**src/rtl/mem_arbiter_pkg.sv**
```systemverilog
// Shared types and constants for the instruction/data cache memory arbiter.
package mem_arbiter_pkg;

  localparam int unsigned AddrBitsDefault  = 28;
  localparam int unsigned DataBitsDefault  = 128;
  localparam int unsigned MaskBitsDefault  = 16;
  localparam int unsigned TagBitsDefault   = 5;
  localparam int unsigned ReadBeatsDefault = 4;

  typedef enum logic [1:0] {
    StIdle  = 2'd0,
    StReq   = 2'd1,
    StWdata = 2'd2,
    StResp  = 2'd3
  } arb_state_e;

  typedef enum logic {
    OwnerIc = 1'b0,
    OwnerDc = 1'b1
  } owner_e;

  localparam int unsigned TagIc = 0;
  localparam int unsigned TagDc = 1;

  function automatic int unsigned owner_tag(owner_e owner);
    return (owner == OwnerDc) ? TagDc : TagIc;
  endfunction

endpackage

```
**src/rtl/mem_arbiter_rr_arbiter2.sv**
```systemverilog
// Two-way round-robin picker; on a tie the requester other than last_grant wins.
module rr_arbiter2
  import mem_arbiter_pkg::*;
(
  input  logic [1:0] req,
  input  owner_e     last_grant,
  output logic       grant_valid,
  output owner_e     grant_id
);

  always_comb begin
    grant_valid = |req;
    grant_id    = OwnerIc;
    case (req)
      2'b01:   grant_id = OwnerIc;
      2'b10:   grant_id = OwnerDc;
      2'b11:   grant_id = (last_grant == OwnerIc) ? OwnerDc : OwnerIc;
      default: grant_id = OwnerIc;
    endcase
  end

endmodule

```
**src/rtl/mem_arbiter.sv**
```systemverilog
// Serialises icache reads and dcache reads/writes onto one memory port,
// one transaction outstanding, round-robin between the two caches.
module mem_arbiter
  import mem_arbiter_pkg::*;
#(
  parameter int unsigned ADDR_BITS  = AddrBitsDefault,
  parameter int unsigned DATA_BITS  = DataBitsDefault,
  parameter int unsigned MASK_BITS  = MaskBitsDefault,
  parameter int unsigned TAG_BITS   = TagBitsDefault,
  parameter int unsigned READ_BEATS = ReadBeatsDefault
) (
  input  logic                 clk,
  input  logic                 reset,
  input  logic                 ic_req_valid,
  output logic                 ic_req_ready,
  input  logic [ADDR_BITS-1:0] ic_req_addr,
  output logic                 ic_resp_valid,
  input  logic                 dc_req_valid,
  output logic                 dc_req_ready,
  input  logic                 dc_req_rw,
  input  logic [ADDR_BITS-1:0] dc_req_addr,
  input  logic                 dc_req_data_valid,
  output logic                 dc_req_data_ready,
  input  logic [DATA_BITS-1:0] dc_req_data_bits,
  input  logic [MASK_BITS-1:0] dc_req_data_mask,
  output logic                 dc_resp_valid,
  output logic [DATA_BITS-1:0] resp_data,
  output logic                 mem_req_valid,
  input  logic                 mem_req_ready,
  output logic                 mem_req_rw,
  output logic [ADDR_BITS-1:0] mem_req_addr,
  output logic [TAG_BITS-1:0]  mem_req_tag,
  output logic                 mem_req_data_valid,
  input  logic                 mem_req_data_ready,
  output logic [DATA_BITS-1:0] mem_req_data_bits,
  output logic [MASK_BITS-1:0] mem_req_data_mask,
  input  logic                 mem_resp_valid,
  input  logic [TAG_BITS-1:0]  mem_resp_tag,
  input  logic [DATA_BITS-1:0] mem_resp_data
);

  localparam int unsigned CntBits = $clog2(READ_BEATS + 1);
  localparam logic [CntBits-1:0] LastBeat = CntBits'(READ_BEATS - 1);

  arb_state_e         state_q, state_d;
  owner_e             owner_q, owner_d;
  owner_e             last_grant_q, last_grant_d;
  logic [CntBits-1:0] beat_cnt_q, beat_cnt_d;

  logic                 grant_valid;
  owner_e               grant_id;
  logic                 own_valid;
  logic                 own_rw;
  logic [ADDR_BITS-1:0] own_addr;
  logic [TAG_BITS-1:0]  own_tag;
  logic                 resp_hit;

  rr_arbiter2 u_rr (
    .req         ({dc_req_valid, ic_req_valid}),
    .last_grant  (last_grant_q),
    .grant_valid (grant_valid),
    .grant_id    (grant_id)
  );

  assign own_valid = (owner_q == OwnerDc) ? dc_req_valid : ic_req_valid;
  assign own_rw    = (owner_q == OwnerDc) ? dc_req_rw : 1'b0;
  assign own_addr  = (owner_q == OwnerDc) ? dc_req_addr : ic_req_addr;
  assign own_tag   = TAG_BITS'(owner_tag(owner_q));
  assign resp_hit  = mem_resp_valid && (mem_resp_tag == own_tag);
  assign resp_data = mem_resp_data;

  always_comb begin
    state_d            = state_q;
    owner_d            = owner_q;
    last_grant_d       = last_grant_q;
    beat_cnt_d         = beat_cnt_q;
    ic_req_ready       = 1'b0;
    dc_req_ready       = 1'b0;
    dc_req_data_ready  = 1'b0;
    ic_resp_valid      = 1'b0;
    dc_resp_valid      = 1'b0;
    mem_req_valid      = 1'b0;
    mem_req_rw         = 1'b0;
    mem_req_addr       = '0;
    mem_req_tag        = '0;
    mem_req_data_valid = 1'b0;
    mem_req_data_bits  = '0;
    mem_req_data_mask  = '0;

    case (state_q)
      StIdle: begin
        if (grant_valid) begin
          owner_d      = grant_id;
          last_grant_d = grant_id;
          state_d      = StReq;
        end
      end
      StReq: begin
        // Grant is held here even if the owner drops valid; no preemption.
        mem_req_valid = own_valid;
        if (own_valid) begin
          mem_req_rw   = own_rw;
          mem_req_addr = own_addr;
          mem_req_tag  = own_tag;
        end
        ic_req_ready = (owner_q == OwnerIc) && mem_req_ready;
        dc_req_ready = (owner_q == OwnerDc) && mem_req_ready;
        if (own_valid && mem_req_ready) begin
          if (own_rw) begin
            state_d = StWdata;
          end else begin
            state_d    = StResp;
            beat_cnt_d = '0;
          end
        end
      end
      StWdata: begin
        mem_req_data_valid = dc_req_data_valid;
        dc_req_data_ready  = mem_req_data_ready;
        if (dc_req_data_valid) begin
          mem_req_data_bits = dc_req_data_bits;
          mem_req_data_mask = dc_req_data_mask;
          if (mem_req_data_ready) begin
            state_d = StIdle;
          end
        end
      end
      StResp: begin
        if (resp_hit) begin
          ic_resp_valid = (owner_q == OwnerIc);
          dc_resp_valid = (owner_q == OwnerDc);
          beat_cnt_d    = beat_cnt_q + 1'b1;
          if (beat_cnt_q == LastBeat) begin
            state_d = StIdle;
          end
        end
      end
      default: state_d = StIdle;
    endcase
  end

  always_ff @(posedge clk) begin
    if (reset) begin
      state_q      <= StIdle;
      owner_q      <= OwnerIc;
      last_grant_q <= OwnerIc;
      beat_cnt_q   <= '0;
    end else begin
      state_q      <= state_d;
      owner_q      <= owner_d;
      last_grant_q <= last_grant_d;
      beat_cnt_q   <= beat_cnt_d;
    end
  end

endmodule

```
**config.mk**
```make
export PLATFORM = sky130hd
export DESIGN_NAME = mem_arbiter
export DESIGN_NICKNAME = d
export VERILOG_FILES = /design/src/rtl/mem_arbiter_pkg.sv /design/src/rtl/mem_arbiter_rr_arbiter2.sv /design/src/rtl/mem_arbiter.sv
export SDC_FILE = /design/constraint.sdc
export NUM_CORES = 1
export LEC_CHECK = 0
export ABC_AREA = 1
export BUFFER_PORTS_ARGS = -buffer_cell sky130_fd_sc_hd__buf_4
export CORE_AREA = 2 2 253 255
export CTS_BUF_LIST = sky130_fd_sc_hd__clkbuf_16
export CTS_CLUSTER_DIAMETER = 80
export DETAILED_ROUTE_END_ITERATION = 10
export DIE_AREA = 0 0 255 257
export GPL_TIMING_DRIVEN = 1
export PLACE_DENSITY_LB_ADDON = 0.1
export SYNTH_ARGS = -nofsm -noshare
export SYNTH_HDL_FRONTEND = slang
export SYNTH_HIERARCHICAL = 1
export SYNTH_SLANG_ARGS = --single-unit
```
**constraint.sdc**
```tcl
create_clock -name clk -period 1.7 [get_ports clk]
set_input_delay 0.085 -clock clk [delete_from_list [all_inputs] [get_ports clk]]
set_output_delay 0.085 -clock clk [all_outputs]
set_load 0.05 [all_outputs]
```
==> flow_metrics.env, run 1 <==
export IMPL_drcViolationCount=0
export IMPL_path_class="reg2out"
export IMPL_fill_cells=7404
export IMPL_grt_setup_unrepaired="true"
export IMPL_drtAntennaViolNets=0
export IMPL_cts_hold_buf=0
export IMPL_syn_cell_area_sq_um=3140
export IMPL_clock_latency_ns=0.23
export IMPL_worst_path_max_delay_cell="dfxtp_1"
export IMPL_portBuffers=394
export IMPL_path_clk_slew_ns=0.03
export IMPL_finalPower_mw=5.46
export IMPL_antenna_found_initial=0
export IMPL_place_inst=1723
export IMPL_fin_crit_sh_pct=96.3
export IMPL_die_width_um=255
export IMPL_clockBufferDepth=2
export IMPL_final_common_cell="buf_4"
export IMPL_ys_ff_latch=6
export IMPL_antenna_cells=0
export IMPL_wirelength_um=24000
export IMPL_htreeDepth=1
export IMPL_cts_sinks=6
export IMPL_hold_path_class="in2reg"
export IMPL_vdd_ir_drop_max_uv=315
export IMPL_die_area_sq_um=65500
export IMPL_routedWlPerCell_um=13.8
export IMPL_row_count=92
export IMPL_synth_avg_cell_area_sq_um=4.92
export IMPL_nets=1234
export IMPL_finalMaxSlewViolations=0
export IMPL_yosysWarningCount=6
export IMPL_crit_arrival_ns=1.55
export IMPL_yosysUniqueCellTypes=25
export IMPL_cpPeakStageDelay_ns=0.31
export IMPL_hold_viol_final=0
export IMPL_status="complete, no violations"
export IMPL_grt_max_degree=93
export IMPL_grt_pass1_wl_um=31100
export IMPL_final_cell_mix="buf_4, nand2_1, nor2_1"
export IMPL_drt_initial_drc_count=176
export IMPL_yosysSeqAreaShare_pct=3.82
export IMPL_leakage_nw=3.22
export IMPL_coreArea_sq_um=62700
export IMPL_ioPinCount=655
export IMPL_setup_viol=0
export IMPL_cp_end_kind="output pin"
export IMPL_reg2regPathDepth=9
export IMPL_use_met3_pct=3.29
export IMPL_cts_inserted_buffers=3
export IMPL_area_growth_pct=121
export IMPL_hpwl_um=19300
export IMPL_grt_util_met2_pct=10.9
export IMPL_grt_pass1_vias=4721
export IMPL_start_util_pct=5.01
export IMPL_crit_chain="buf_4 -> nor2_4 -> inv_4 -> nor2_4 -> buf_6 -> inv_12 -> a21oi_2 -> buf_4"
export IMPL_crit_path_start_kind="register"
export IMPL_cp_max_fo=14
export IMPL_fin_cells=1734
export IMPL_drt_pass1_iter_count=4
export IMPL_place_gp_congestion=0.720
export IMPL_maxCapViolCount=0
export IMPL_crit_required_ns=1.62
export IMPL_grt_util_all_layers_pct=6.35
export IMPL_finalCriticalPeriod_ns=1.64
export IMPL_skew_ns=0.000987
export IMPL_die_h_um=257
export IMPL_overflow=0
export IMPL_viasPerCell=2.70
export IMPL_via_count=4685
export IMPL_tritoncts="yes"
export IMPL_drive_gt1_share_pct=57.1
export IMPL_use_met1_pct=6.63
export IMPL_timing_hold_worst_path_depth=4
export IMPL_root_buffer="clkbuf_16"
export IMPL_syn_inst=639
export IMPL_max_freq_mhz=611
export IMPL_busiest_layer="met2"
export IMPL_powerDensity_nw_per_um2=786
## path summary, 6_finish.rpt
kind / start / to / slack, ns
min: reset / state_q[0] / 0.11
max: state_q[1] / mem_req_addr[11] / 0.06
max reg2reg: last_grant_q / state_q[0] / 0.23
min reg2reg: beat_cnt_q[2] / beat_cnt_q[2] / 0.53
## metal layers
metal	wire, um	up-vias
li1	-	2271
met1	8600	2010
met2	11200	365
met3	3580	39
met4	651	0
met5	0	-
## cells by family after synthesis
logic type	after synthesis	synth area share (%)
AOI/OAI and AO/OA	34	5.46
buffers and inverters	193	40.2
adders and majority gates	2	0.796
other	1	0.119
and+or+nand+nor	403	49.6
DFF	6	3.82
## area by class of cell
cell class	instances	area, sq um	area share, %
Clock buffer	3	75.1	1.08
Inverter	21	104	1.50
Multi-Input combinational cell	443	2140	30.8
Sequential cell	6	128	1.84
Tap cell	846	1060	15.2
Timing Repair Buffer	414	3430	49.4
Timing Repair inverter	1	11.3	0.162
## critical path: cells and delay by family (launching register included)
kind            cells  cell delay (ns)
compound gates      1             0.11
buf+inv             5             0.64
flops               1             0.31
simple gates        2             0.25
## report_power, final
part           internal, mW  leakage [nW]  switching, mW  total, mW
sequential            0.194        0.0506         0.0390      0.233
combinational          1.57          3.13           3.26       4.83
clock                 0.303        0.0370         0.0900      0.393
## cells in the mapped netlist, drive strengths merged
library cell / number / area share, %
inv: 21 / 2.6
clkbuf: 21 / 2.5
a21oi: 30 / 4.8
o21ai: 3 / 0.48
buf: 151 / 35
and2: 1 / 0.20
dfxtp: 6 / 3.8
nor2: 167 / 21
a31oi: 1 / 0.20
ha: 2 / 0.80
nor3: 3 / 0.48
nand2: 225 / 27
nand4: 2 / 0.40
nand3: 3 / 0.64
or2: 2 / 0.40
conb: 1 / 0.12
## metrics by stage
step	TNS (ns)	hold WS [ns]	util (%)	setup WS [ns]	instance area (sq um)
finish	0	0.111	11.1	0.0633	6940
global route	-0.170	0.170	11.1	-0.0258	6940
CTS	0	0.110	10.5	0.00133	6610
detailed placement	0	0.170	10.3	0.0412	6460
global placement	0	0.170	10.3	0.00938	6460
floorplan	-2.78	0.245	-	-0.277	3470
## state kept, by name (all words and copies together), names as in the netlist
| register | flops |
|---|---|
| last_grant_q | 1 |
| state_q | 2 |
| beat_cnt_q | 3 |
## what timing repair did
| item | 4_1_cts | 5_1_grt |
|---|---|---|
| hold endpoints to repair | 0 | 0 |
| buffers inserted | 3 | 0 |
| cloned | 1 | 4 |
| resized for setup | 10 | 72 |
| setup endpoints to repair | 75 | 117 |
| pin swaps | 2 | 1 |
Power figures use the tool's default switching activity.
==> inputs of run 2 (changes only) <==
--- a/config.mk
+++ b/config.mk
@@ -5,13 +5,12 @@
 export SDC_FILE = /design/constraint.sdc
 export NUM_CORES = 1
 export LEC_CHECK = 0
-export ABC_AREA = 1
 export BUFFER_PORTS_ARGS = -buffer_cell sky130_fd_sc_hd__buf_4
-export CORE_AREA = 2 2 253 255
+export CORE_AREA = 2 2 256 258
 export CTS_BUF_LIST = sky130_fd_sc_hd__clkbuf_16
 export CTS_CLUSTER_DIAMETER = 80
 export DETAILED_ROUTE_END_ITERATION = 10
-export DIE_AREA = 0 0 255 257
+export DIE_AREA = 0 0 258 260
 export GPL_TIMING_DRIVEN = 1
 export PLACE_DENSITY_LB_ADDON = 0.1
 export SYNTH_ARGS = -nofsm -noshare
==> run 2 against run 1 <==
  * Combinational power is 73% lower
  * Synthesized area is 6.7% lower
  * Critical path type unchanged
  * Via count is 21% lower
==> flow_metrics.env, run 2 <==
export IMPL_synth_common_cells="and2_1, buf_4, nor2_1"
export IMPL_place_gp_congestion=0.701
export IMPL_worstReg2RegEnd="state_q[1]"
export IMPL_worst_path_max_delay_cell="dfxtp_1"
export IMPL_cts_sinks=6
export IMPL_finalCriticalPeriod_ns=1.64
export IMPL_drive_gt1_share_pct=63.9
export IMPL_row_count=93
export IMPL_crit_required_ns=1.62
export IMPL_hold_path_class="in2reg"
export IMPL_cts_inserted_buffers=3
export IMPL_regToRegSetupSlack_ns=0.40
export IMPL_grt_max_degree=47
export IMPL_cpPeakStageDelay_ns=0.30
export IMPL_htreeDepth=1
export IMPL_synthFlopType="dfxtp_1"
export IMPL_final_cell_mix="buf_4, and2_1, buf_6"
export IMPL_fin_crit_sh_pct=96.6
export IMPL_antenna_found_initial=2
export IMPL_largest_register_ffs=3
export IMPL_crit_arrival_ns=1.56
export IMPL_finalSetupTns_ns=0
export IMPL_max_freq_mhz=609
export IMPL_cp_max_fo=46
export IMPL_overflow=0
export IMPL_place_inst=1527
export IMPL_drtAntennaViolNets=0
export IMPL_ys_ff_latch=6
export IMPL_cp_end_kind="output pin"
export IMPL_synth_edf_count=0
export IMPL_cts_hold_buf=0
export IMPL_ioPinCount=655
export IMPL_path_class="reg2out"
export IMPL_via_count=3712
export IMPL_largestRegisters="beat_cnt_q (3), state_q (2), last_grant_q (1)"
export IMPL_drt_pass1_iter_count=4
export IMPL_fin_cells=1536
export IMPL_grt_pass1_wl_um=29400
export IMPL_reg2regPathDepth=4
export IMPL_synth_area_leaders="buf_4, and2_1, mux2i_1, nor2_1, dfxtp_1"
export IMPL_yosysSeqAreaShare_pct=4.10
export IMPL_yosysUniqueCellTypes=34
export IMPL_root_buffer="clkbuf_16"
export IMPL_syn_cell_area_sq_um=2930
export IMPL_drcViolationCount=0
export IMPL_reg2reg_from="last_grant_q"
export IMPL_portBuffers=394
export IMPL_holdPathEnd="last_grant_q"
export IMPL_yosysWarningCount=6
export IMPL_clock_latency_ns=0.23
export IMPL_final_util_pct=10.1
export IMPL_routedWlPerCell_um=14.9
export IMPL_vdd_ir_drop_max_uv=241
export IMPL_path_clk_slew_ns=0.03
export IMPL_min_delay_start="reset"
export IMPL_die_h_um=260
export IMPL_wirelength_um=22900
export IMPL_maxCapViolCount=0
export IMPL_grt_setup_unrepaired="true"
export IMPL_coreArea_sq_um=64100
export IMPL_holdWs_ns=0.109
export IMPL_syn_inst=415
export IMPL_crit_path_start_kind="register"
export IMPL_timing_hold_worst_path_depth=2
export IMPL_powerDensity_nw_per_um2=287
export IMPL_async_flop_share_pct=0
export IMPL_max_flop_register="beat_cnt_q"
export IMPL_die_width_um=258
export IMPL_skew_ns=0.00213
export IMPL_final_common_cell="buf_4"
export IMPL_synth_avg_cell_area_sq_um=7.07
export IMPL_setup_viol=0
export IMPL_synth_top_cell_area_share_pct=34.6
export IMPL_start_util_pct=4.57
export IMPL_status="complete, no violations"
export IMPL_area_growth_pct=120
export IMPL_fill_cells=7545
export IMPL_synth_most_common_cell="and2_1"
export IMPL_antenna_cells=0
export IMPL_nets=1027
export IMPL_synth_top_area_cell="buf_4"
export IMPL_grt_pass1_vias=3876
export IMPL_finalMaxSlewViolations=0
export IMPL_hpwl_um=19700
export IMPL_hold_viol_final=0
export IMPL_grt_util_all_layers_pct=6.06
export IMPL_clockBufferDepth=2
export IMPL_viasPerCell=2.42
export IMPL_tritoncts="yes"
export IMPL_leakage_nw=3.04
export IMPL_die_area_sq_um=67100
export IMPL_crit_chain="and3b_4 -> buf_12 -> buf_16 -> and2_1 -> buf_6"
export IMPL_drt_initial_drc_count=67
[run 2: changes by cell type in the layout (fill, tap and decap cells not counted), moves of 4 or more]
cell / change
nand2_1: -223
and2_1: +140
nor2_1: -84
nor2_2: -47
mux2i_1: +29
a21oi_4: -19
inv_1: -12
a21oi_2: -9
and2_4: +6
buf_6: +6
buf_12: +4
buf_4: -4
[run 2: kinds of logic (layout without fill, tap and decap cells)]
family | count (synthesis) | after routing | share of synthesized area, %
AOI/OAI and AO/OA | 12 | 12 | 3.24
xor gates and xnor gates | 1 | 1 | 0.299
adders and majority gates | 2 | 2 | 0.853
buffers and inverters | 161 | 424 | 40.1
DFF | 6 | 6 | 4.10
muxes | 30 | 30 | 10.3
other | 1 | 4 | 0.128
and+or+nand+nor | 202 | 202 | 41.0
[run 2: cell type report]
cell class              instances  area, sq um  area share [%]
repair buffers                418         3500            54.2
multi-input cells             251         1680            26.0
well taps                     855         1070            16.6
flip-flops and latches          6          124            1.92
clock buffers                   3         75.1            1.16
inverters                       3         11.3           0.174
[run 2: stage by stage]
step	worst slack, ns	instance area [sq um]	power (mW)
detailed placement	0.100	6010	1.45
CTS	-0.00764	6210	1.85
global route	-0.0217	6460	1.96
floorplan	-0.0603	2950	1.60
global placement	0.121	6010	1.46
finish	0.0577	6460	1.85
[run 2: per-layer routing]
layer | global-route usage [%] | wire length (um) | vias to the layer above
met5 | 2.14 | 208 | -
met4 | 0.0963 | 3 | 6
met3 | 5.32 | 4540 | 6
met2 | 10.5 | 11000 | 418
met1 | 5.48 | 7190 | 1585
li1 | - | - | 1697
[run 2: worst max-delay path by stage]
| stage | from | endpoint | slack (ns) | cells past startpoint |
|---|---|---|---|---|
| 2_1_floorplan | state_q[0] | mem_req_addr[0] | -0.06 | 6 |
| 3_3_place_gp | state_q[0] | mem_req_data_bits[80] | 0.12 | 4 |
| 3_5_place_dp | state_q[0] | mem_req_data_bits[80] | 0.10 | 4 |
| 4_1_cts | state_q[0] | mem_req_data_bits[37] | -0.008 | 5 |
| 5_1_grt | state_q[0] | mem_req_data_bits[114] | -0.02 | 6 |
| 6_report | state_q[0] | mem_req_data_bits[37] | 0.06 | 5 |
[run 2: power breakdown]
part,total (mW),switching (mW),internal [mW]
Clock,0.376,0.0746,0.301
Combinational,1.32,0.696,0.623
Sequential,0.156,0.00784,0.148
[run 2: what timing repair did]
action / 4_1_cts / 5_1_grt
setup buffers: 3 / 1
resized for setup: 14 / 57
endpoints found under the hold margin: 0 / 0
gates cloned: 1 / 1
setup endpoints to repair: 121 / 134
pin swaps: 0 / 0
[run 2: critical path, delay by kind of cell, from the launching register on]
| family | cells | cell delay, ns |
|---|---|---|
| flip-flops | 1 | 0.30 |
| AND/OR/NAND/NOR | 2 | 0.50 |
| buffers and inverters | 3 | 0.50 |
==> inputs of run 3 (changes only) <==
--- a/config.mk
+++ b/config.mk
@@ -12,7 +12,7 @@
 export DETAILED_ROUTE_END_ITERATION = 10
 export DIE_AREA = 0 0 258 260
 export GPL_TIMING_DRIVEN = 1
-export PLACE_DENSITY_LB_ADDON = 0.1
+export PLACE_DENSITY = 0.3
 export SYNTH_ARGS = -nofsm -noshare
 export SYNTH_HDL_FRONTEND = slang
 export SYNTH_HIERARCHICAL = 1
==> run 3 against run 2 <==
  * Power rose by 3.2%
  * Maximum frequency fell by 2.1%
  * Utilization rose by 0.76 points
  * First-iteration DRC count fell by 39%
  * Design area rose by 7.5%
  * Clock skew fell by 0.0014 ns
  * Combinational power rose by 5%
  * Register-to-register slack barely moved
  * Sequential power barely moved
  * Final cell count fell by 0.20%
  * Critical path type unchanged
  * Largest power group unchanged
  * Highest routed layer unchanged
==> flow_metrics.env, run 3 (same netlist as run 2, synthesis figures left out) <==
export IMPL_status="complete, no violations"
export IMPL_setup_viol=0
export IMPL_regToRegSetupSlack_ns=0.41
export IMPL_maxCapViolCount=0
export IMPL_drt_initial_drc_count=41
export IMPL_coreArea_sq_um=64100
export IMPL_cp_end_kind="output pin"
export IMPL_row_count=93
export IMPL_largest_register_ffs=3
export IMPL_cp_max_fo=27
export IMPL_leakage_nw=3.15
export IMPL_grt_setup_unrepaired="true"
export IMPL_grt_pass1_vias=3963
export IMPL_final_cell_mix="buf_4, and2_1, buf_6"
export IMPL_die_area_sq_um=67100
export IMPL_skew_ns=0.000765
export IMPL_fin_crit_sh_pct=98.7
export IMPL_fin_cells=1533
export IMPL_reg2reg_from="state_q[0]"
export IMPL_fill_cells=7437
export IMPL_cts_sinks=6
export IMPL_cp_startpoint="state_q[0]"
export IMPL_drt_pass1_iter_count=4
export IMPL_finalCriticalPeriod_ns=1.68
export IMPL_overflow=0
export IMPL_path_clk_slew_ns=0.03
export IMPL_clock_latency_ns=0.23
export IMPL_holdWs_ns=0.0966
export IMPL_antenna_cells=0
export IMPL_viasPerCell=2.48
export IMPL_via_count=3804
export IMPL_max_freq_mhz=596
export IMPL_final_cell_area_sq_um=6950
export IMPL_final_common_cell="buf_4"
export IMPL_wirelength_um=23200
export IMPL_post_dp_cell_area_sq_um=5990
export IMPL_portBuffers=394
export IMPL_largestRegisters="beat_cnt_q (3), state_q (2), last_grant_q (1)"
export IMPL_reg2regPathDepth=4
export IMPL_crit_arrival_ns=1.59
export IMPL_drcViolationCount=0
export IMPL_start_util_pct=4.57
export IMPL_finalSetupTns_ns=0
export IMPL_ioPinCount=655
export IMPL_worst_pin_slew_ns=0.563
export IMPL_timing_hold_worst_path_depth=2
export IMPL_place_gp_congestion=0.780
export IMPL_powerDensity_nw_per_um2=275
export IMPL_htreeDepth=1
export IMPL_antenna_found_initial=4
export IMPL_crit_required_ns=1.62
export IMPL_max_flop_register="beat_cnt_q"
export IMPL_nets=1024
export IMPL_cts_inserted_buffers=3
export IMPL_holdPathEnd="last_grant_q"
export IMPL_min_delay_start="reset"
export IMPL_grt_util_all_layers_pct=6.38
export IMPL_slew_headroom_pct=62.0
export IMPL_tritoncts="yes"
export IMPL_die_width_um=258
export IMPL_vdd_ir_drop_max_uv=231
export IMPL_routedWlPerCell_um=15.1
export IMPL_hold_path_class="in2reg"
export IMPL_area_growth_pct=137
export IMPL_worstReg2RegEnd="beat_cnt_q[1]"
export IMPL_path_class="reg2out"
export IMPL_root_buffer="clkbuf_16"
export IMPL_place_inst=1524
export IMPL_drive_gt1_share_pct=68.6
export IMPL_hpwl_um=19700
export IMPL_clockBufferDepth=2
export IMPL_hold_viol_final=0
export IMPL_finalMaxSlewViolations=0
export IMPL_grt_pass1_wl_um=30000
export IMPL_die_h_um=260
export IMPL_drtAntennaViolNets=0
export IMPL_crit_path_start_kind="register"
export IMPL_grt_max_degree=39
-- run 3: cell types whose count changed in the layout (fill, tap and decap cells not counted), moves of 2 or more --
| cell | previous run | this run |
|---|---|---|
| buf_8 | 0 | 31 |
| buf_16 | 2 | 4 |
| buf_4 | 349 | 269 |
| dfxtp_2 | 0 | 2 |
| and2_4 | 6 | 40 |
| buf_6 | 59 | 103 |
| and2_1 | 141 | 107 |
-- run 3: worst max-delay path by stage --
stage,to,cells after the start,slack (ns)
floorplan,mem_req_addr[0],6,-0.06
global placement,mem_req_data_mask[13],5,0.10
detailed placement,mem_req_data_bits[8],5,0.09
CTS,mem_req_data_bits[54],5,-0.05
global route,mem_req_data_mask[15],5,-0.06
finish,mem_req_data_bits[92],5,0.02
-- run 3: area by class of cell --
class / instances / area (sq um) / share of cell area, %
clock buffer: 3 / 75.1 / 1.08
multi-input combinational: 251 / 1750 / 25.2
tap: 855 / 1070 / 15.4
timing repair buffer: 415 / 3920 / 56.3
inverter: 3 / 11.3 / 0.162
sequential: 6 / 123 / 1.76
-- run 3: power breakdown --
part | switching (mW) | leakage [nW] | internal, mW
Combinational | 0.734 | 3.07 | 0.647
Sequential | 0.00602 | 0.0495 | 0.149
Clock | 0.0749 | 0.0370 | 0.301
Total | 0.814 | 3.15 | 1.10
-- run 3: per-layer routing --
layer / wire length (um) / track usage, % / vias to the layer above / share of wire (%)
li1: - / - / 1685 / -
met1: 7000 / 5.62 / 1639 / 30
met2: 11700 / 11.8 / 445 / 50
met3: 3890 / 4.37 / 29 / 17
met4: 583 / 1.53 / 6 / 2.5
met5: 39 / 0 / - / 0.17
-- run 3: worst max-delay path: stages (launching register included) --
cell and delay, ns:
dfxtp_2 0.31, and3b_4 0.35, buf_12 0.17, buf_16 0.17, and2_1 0.17, buf_6 0.17
-- run 3: through the flow --
stage / total power, mW / util [%] / setup WS (ns)
final: 1.91 / 10.8 / 0.0221
after global placement: 1.48 / 9.34 / 0.105
after CTS: 1.94 / 10.6 / -0.0463
after detailed placement: 1.47 / 9.34 / 0.0871
after floorplan: 1.60 / - / -0.0603
after global routing: 2.01 / 10.8 / -0.0556
-- run 3: repair_timing --
action | in CTS | in global routing
pin swaps | 8 | 10
setup endpoints to repair | 110 | 139
gates cloned | 4 | 0
hold buffers | 0 | 0
resized for setup | 155 | 62
setup buffers | 3 | 0
